<file path="src/rtl/chan_sel_mux_if.sv">
// chan_sel_mux_if: bundles the N producer streams, the mode/select controls
// and the single consumer stream of chan_sel_mux.
//   master : the surrounding system (drives in_data/in_valid/mode/sel/out_ready)
//   slave  : the multiplexer (drives in_ready/out_data/out_chan/out_valid)
interface chan_sel_mux_if #(
  parameter int WIDTH = 4,
  parameter int NCH   = 4,
  parameter int SELW  = $clog2(NCH)
);
  logic [NCH*WIDTH-1:0] in_data;
  logic [NCH-1:0]       in_valid;
  logic [NCH-1:0]       in_ready;
  logic                 mode;
  logic [SELW-1:0]      sel;
  logic [WIDTH-1:0]     out_data;
  logic [SELW-1:0]      out_chan;
  logic                 out_valid;
  logic                 out_ready;

  modport master (
    output in_data, in_valid, mode, sel, out_ready,
    input  in_ready, out_data, out_chan, out_valid
  );

  modport slave (
    input  in_data, in_valid, mode, sel, out_ready,
    output in_ready, out_data, out_chan, out_valid
  );
endinterface

</file>
<file path="src/rtl/chan_sel_mux.sv">
// chan_sel_mux: registered N-to-1 channel multiplexer with valid/ready
// handshakes on every channel and on the output.
//   mode = 0 : manual, the channel named by sel is granted
//   mode = 1 : round-robin among valid channels, starting from ptr
// One output beat is held in a register so downstream stalls lose nothing.
// Ports:
//   clk   : rising-edge clock
//   rst_n : asynchronous active-low reset
//   bus   : chan_sel_mux_if.slave (inputs, in_ready, registered outputs)
module chan_sel_mux #(
  parameter int WIDTH = 4,
  parameter int NCH   = 4,
  parameter int SELW  = $clog2(NCH)
) (
  input logic          clk,
  input logic          rst_n,
  chan_sel_mux_if.slave bus
);

  localparam logic [0:0] EMPTY = 1'b0;
  localparam logic [0:0] FULL  = 1'b1;

  logic [0:0]       state;
  logic [WIDTH-1:0] data_q;
  logic [SELW-1:0]  chan_q;
  logic [SELW-1:0]  ptr;

  logic             load_en;
  logic             grant_valid;
  logic [SELW-1:0]  grant;
  logic [WIDTH-1:0] grant_data;
  logic             grant_in_valid;
  logic [NCH-1:0]   ready_d;
  logic             xfer;

  // Register may accept a new beat when empty or when the held beat drains now.
  assign load_en = (state == EMPTY) || bus.out_ready;

  // Grant selection. Round-robin scans ptr..NCH-1 first, then 0..ptr-1, which
  // is the modulo-NCH search from ptr without a variable-width modulo.
  // NOTE: every variable written here gets a default first, so no latch is
  // inferred on paths where no channel matches.
  always_comb begin
    grant_valid = 1'b0;
    grant       = '0;
    if (!bus.mode) begin
      for (int i = 0; i < NCH; i++) begin
        if (bus.sel == SELW'(i)) begin
          grant_valid = 1'b1;
          grant       = bus.sel;
        end
      end
    end else begin
      for (int i = 0; i < NCH; i++) begin
        if (!grant_valid && SELW'(i) >= ptr && bus.in_valid[i]) begin
          grant_valid = 1'b1;
          grant       = SELW'(i);
        end
      end
      for (int i = 0; i < NCH; i++) begin
        if (!grant_valid && SELW'(i) < ptr && bus.in_valid[i]) begin
          grant_valid = 1'b1;
          grant       = SELW'(i);
        end
      end
    end
  end

  // Decode the grant into per-channel ready and pick the granted data/valid.
  // Manual mode raises ready on sel regardless of that channel's valid.
  always_comb begin
    ready_d        = '0;
    grant_data     = '0;
    grant_in_valid = 1'b0;
    for (int i = 0; i < NCH; i++) begin
      if (grant == SELW'(i)) begin
        grant_data     = bus.in_data[i*WIDTH +: WIDTH];
        grant_in_valid = bus.in_valid[i];
        ready_d[i]     = load_en && grant_valid;
      end
    end
  end

  assign xfer = load_en && grant_valid && grant_in_valid;

  // NOTE: sequential state uses non-blocking assignments so every register
  // samples pre-edge values regardless of statement order.
  always_ff @(posedge clk or negedge rst_n) begin
    if (!rst_n) begin
      state  <= EMPTY;
      data_q <= '0;
      chan_q <= '0;
      ptr    <= '0;
    end else if (load_en) begin
      if (xfer) begin
        state  <= FULL;
        data_q <= grant_data;
        chan_q <= grant;
        // Only round-robin transfers advance the fairness pointer.
        if (bus.mode) begin
          ptr <= (grant == SELW'(NCH-1)) ? '0 : grant + 1'b1;
        end
      end else begin
        state <= EMPTY;
      end
    end
  end

  assign bus.in_ready  = ready_d;
  assign bus.out_data  = data_q;
  assign bus.out_chan  = chan_q;
  assign bus.out_valid = (state == FULL);

endmodule

</file>
<file path="src/flat_wrapper.sv">
// flat-port wrapper written by rule: the top's interface ports become plain ports
module chan_sel_mux_flat 
#(
  parameter int WIDTH = 4,
  parameter int NCH   = 4,
  parameter int SELW  = $clog2(NCH)
)
  (clk, rst_n, bus_in_data, bus_in_valid, bus_mode, bus_sel, bus_out_ready, bus_in_ready, bus_out_data, bus_out_chan, bus_out_valid);
  chan_sel_mux_if #(.WIDTH(WIDTH), .NCH(NCH), .SELW(SELW)) bus_i ();
  input logic clk;
  input logic rst_n;
  input wire logic [$bits(bus_i.in_data)-1:0] bus_in_data;
  input wire logic [$bits(bus_i.in_valid)-1:0] bus_in_valid;
  input wire logic [$bits(bus_i.mode)-1:0] bus_mode;
  input wire logic [$bits(bus_i.sel)-1:0] bus_sel;
  input wire logic [$bits(bus_i.out_ready)-1:0] bus_out_ready;
  output wire logic [$bits(bus_i.in_ready)-1:0] bus_in_ready;
  output wire logic [$bits(bus_i.out_data)-1:0] bus_out_data;
  output wire logic [$bits(bus_i.out_chan)-1:0] bus_out_chan;
  output wire logic [$bits(bus_i.out_valid)-1:0] bus_out_valid;
  assign bus_i.in_data = bus_in_data;
  assign bus_i.in_valid = bus_in_valid;
  assign bus_i.mode = bus_mode;
  assign bus_i.sel = bus_sel;
  assign bus_i.out_ready = bus_out_ready;
  assign bus_in_ready = bus_i.in_ready;
  assign bus_out_data = bus_i.out_data;
  assign bus_out_chan = bus_i.out_chan;
  assign bus_out_valid = bus_i.out_valid;
  chan_sel_mux #(.WIDTH(WIDTH), .NCH(NCH), .SELW(SELW)) u_core (.clk(clk), .rst_n(rst_n), .bus(bus_i));
endmodule
</file>
<file path="config.mk">
export PLATFORM = sky130hd
export DESIGN_NAME = chan_sel_mux_flat
export DESIGN_NICKNAME = d
export VERILOG_FILES = /design/src/rtl/chan_sel_mux_if.sv /design/src/rtl/chan_sel_mux.sv /design/src/flat_wrapper.sv
export SDC_FILE = /design/constraint.sdc
export NUM_CORES = 1
export LEC_CHECK = 0
export CAP_MARGIN = 20
export CORE_MARGIN = 1
export CORE_UTILIZATION = 33
export CTS_CLUSTER_DIAMETER = 60
export DETAILED_ROUTE_END_ITERATION = 6
export PLACE_DENSITY = 0.71
export RECOVER_POWER = 25
export REMOVE_ABC_BUFFERS = 1
export SYNTH_ARGS = -nofsm -noshare
export SYNTH_HDL_FRONTEND = slang
export SYNTH_SLANG_ARGS = --single-unit
</file>
<file path="constraint.sdc">
create_clock -name clk -period 2.5 [get_ports clk]
set_input_delay 0.375 -clock clk [delete_from_list [all_inputs] [get_ports clk]]
set_output_delay 0.375 -clock clk [all_outputs]
set_load 0.02 [all_outputs]
</file>
==> run_results.csv <==
group,metric,value,unit
logic_synthesis,synth_warnings,0,
power_and_ir_drop,power.density,808,mW/mm^2
global_route,grt_pass1_wl,3460,um
logic_synthesis,syn-cell-area,742,sq um
run,maxCapViolations,0,
setup_path,cp_slowest_cell,"clkdlybuf4s15_1",
timing,slew_violations,0,
setup_path,reg2reg_from,"u_core.ptr[0]",
die,die_width,49.4,um
clock_network,htree_levels,1,
setup_path,slowest_delay,0.30,ns
power_and_ir_drop,seqPwrFrac,24.5,%
worst_hold_path,hold_path.class,"in2async",
power_and_ir_drop,combPwrFrac,65.5,%
clock_network,cts_hold_repair.buffers,0,
setup_path,crit_path_max_fanout,5,
die,ios,37,
setup_path,crit_start,"bus_in_valid[0]",
clock_network,clock_latency,0.26,ns
setup_path,ff2ff_path_depth,11,
logic_synthesis,synth_enable_flop_cells,0,
setup_path,crit_required,2.12,ns
die,fp.dieArea,0.00244,sq mm
setup_path,path_delay_family,"buffers and inverters",
global_route,antenna_found_initial,0,
logic_synthesis,yosysUniqueCellTypes,34,
power_and_ir_drop,p_leak,0.602,nW
routing,drt_wl_total,2140,um
routing,drt_iter0_drc,6,
die,chipHeight,49.4,um
die,start_util,36.3,%
global_route,grt_pass1_vias,765,
clock_network,clkTransAtPathRegs,0.06,ns
logic_synthesis,ys_ff_latch,9,
placement,dp_hpwl,1690,um
routing,dr.pass1.iters,4,
timing,layout_setup_ws,0.0692,ns
finish,n_fill_cell,189,
placement,numPortBuffers,36,
finish,layout.nets,171,
logic_synthesis,syn_avg_cell_area,9.39,sq um
timing,slew_headroom,73.2,%
power_and_ir_drop,p_total,0.00110,W
clock_network,clock-sinks,9,
logic_synthesis,synth_top_area_cell,"dfrtp_1",
routing,route.detailed.drc,0,
finish,syn_to_final_growth,82.8,%
finish,postLayoutCellArea,0.00136,sq mm
die,core,0.00204,sq mm
power_and_ir_drop,switching_power,0.000411,W
finish,regArea,226,sq um
timing,timing.fmax,411,MHz
finish,n_antenna_cell,0,
timing,finalCritPeriodShare,97.2,%
placement,dpl-instance-area,0.00125,sq mm
routing,ant_nets,0,
power_and_ir_drop,vdd_drop_max,0.670,mV
global_route,track_usage,18.9,%
clock_network,cts_made_buffers,3,
setup_path,path_buf_inv,4,
finish,multi_input_area,528,sq um
setup_path,cp.depth,9,
logic_synthesis,yosys-top-cells-area,"dfrtp_1 (30%), ha_1 (6.7%), mux2_2 (6.1%)",
clock_network,max-clock-path-buffers,2,
clock_network,cts_tree,"built",
power_and_ir_drop,sw_frac_of_total,37.5,%
setup_path,crit_top_cell,"buf_4",
logic_synthesis,synth_cells,79,
die,placementRows,16,
setup_path,worstSetupEndpointType,"primary output",
logic_synthesis,yosysTopAreaCellShare,30.4,%
setup_path,crit_type,"in2out",
placement,dp_cells,157,
global_route,grt_max_degree,10,
placement,place.gp.congestion,0.847,
setup_path,r2r-end,"u_core.ptr[1]",
routing,routed-via-count,797,
timing,worst_clock_skew,0.00123,ns
setup_path,path_cells,"dlygate4sd2_1 -> buf_4 -> nand2b_1 -> a21boi_2 -> o32ai_2 -> buf_4 -> ha_2 -> and2_1 -> clkdlybuf4s15_1",
setup_path,start_kind,"primary input",
timing,period_minus_slack,2.43,ns
placement,post-place-ws,-0.555,ns
timing,final-setup-viol-count,0,
power_and_ir_drop,clkPwrFrac,9.9,%
routing,viasPerCell,4.77,
logic_synthesis,synthArstFlopShare,100,%
finish,fin_util,66.4,%
logic_synthesis,seq_area_frac_synth,30.4,%
status,status,"completed",
setup_path,critical_path_arrival,2.06,ns
routing,wire_per_inst,12.8,um
setup_path,cp-endpoint,"bus_in_ready[3]",
global_route,grt-ovfl-total,0,
timing,rsz0062_at_grt,"true",
logic_synthesis,synthTopCellsByCount,"dfrtp_1 (9), nor2b_1 (6), inv_1 (5), nand2_1 (5), o31ai_1 (5)",
clock_network,cts-root-buf,"clkbuf_4",
timing,worst_slew_pin_slew,0.400,ns
logic_synthesis,synthMostInstantiatedCell,"dfrtp_1",
finish,drive_above_1_share,34.3,%
setup_path,r2r_slack,0.08,ns
finish,layoutNonFillerInstCount,167,
power_and_ir_drop,intPower,0.000685,W
logic_synthesis,synthFlopType,"dfrtp_1",
timing,hold_viol,0,
metal layers:
layer  part of all wire (%)  up-vias  GRT usage [%]
li1                       -      411              -
met1                     41      346           21.3
met2                     50       35           33.8
met3                    7.6        5           5.92
met4                   0.98        0           5.71
met5                      0        -              0
timing repair:
action | in CTS | in global routing
pin swaps | 4 | 5
endpoints found under the setup margin | 13 | 11
setup buffers | 3 | 3
gates resized for setup | 19 | 8
flip-flops by register name, summed over array words and instances (netlist names):
register and count:
u_core.bus.out_data 4, u_core.ptr 2, u_core.bus.out_valid 1, u_core.bus.out_chan 2
layout by cell type, fill, tap and decap left out, types with 2 or more instances in the layout:
master           instances
a21oi_1                  2
a221oi_1                 4
and2_1                   4
buf_4                   23
clkbuf_4                 3
clkdlybuf4s15_1          2
clkdlybuf4s50_1         26
dfrtp_1                  8
dlygate4sd2_1            5
ha_2                     3
inv_1                    5
mux2_2                   4
nand2_1                  5
nand2b_1                 4
nor2_1                   2
nor2b_1                  6
o31ai_1                  5
cells by family (layout without fill, tap and decap cells):
kind of cell | Yosys count | count (layout) | share of synthesized area (%)
mux | 7 | 7 | 11.0
buf+inv | 7 | 68 | 3.88
compound gates | 20 | 20 | 22.9
simple gates | 32 | 32 | 25.1
fa+ha+maj | 4 | 4 | 6.75
flops | 9 | 9 | 30.4
power by group through the flow:
stage	Combinational (W)	Clock (W)	Sequential [W]
CTS	0.000705	0.000116	0.000269
floorplan	0.000308	0	0.000330
finish	0.000718	0.000109	0.000269
global route	0.000775	0.000124	0.000281
detailed placement	0.000680	0	0.000270
global placement	0.000671	0	0.000268
cell type report:
class                           instances  area share [%]
Inverter                                5            1.38
Timing Repair Buffer                   59            38.6
Multi-Input combinational cell         63            38.9
Tap cell                               27            2.49
Clock buffer                            4            1.94
Sequential cell                         9            16.7
metrics by stage:
stage / hold slack, ns / setup TNS, ns
after CTS: 0.419 / 0
after detailed placement: 0.489 / -6.61
final: 0.477 / 0
after global placement: 0.487 / -5.42
after global routing: 0.511 / -0.0140
after floorplan: 0.0794 / 0
how the worst min path moves through the flow:
stage | to | depth (start not counted)
global route | u_core.bus.out_data[2] | 1
detailed placement | u_core.bus.out_chan[0] | 1
CTS | u_core.bus.out_data[2] | 1
global placement | u_core.bus.out_chan[0] | 1
finish | u_core.bus.out_data[2] | 1
floorplan | u_core.bus.out_chan[0] | 0
(Power assumes the default switching activity.)
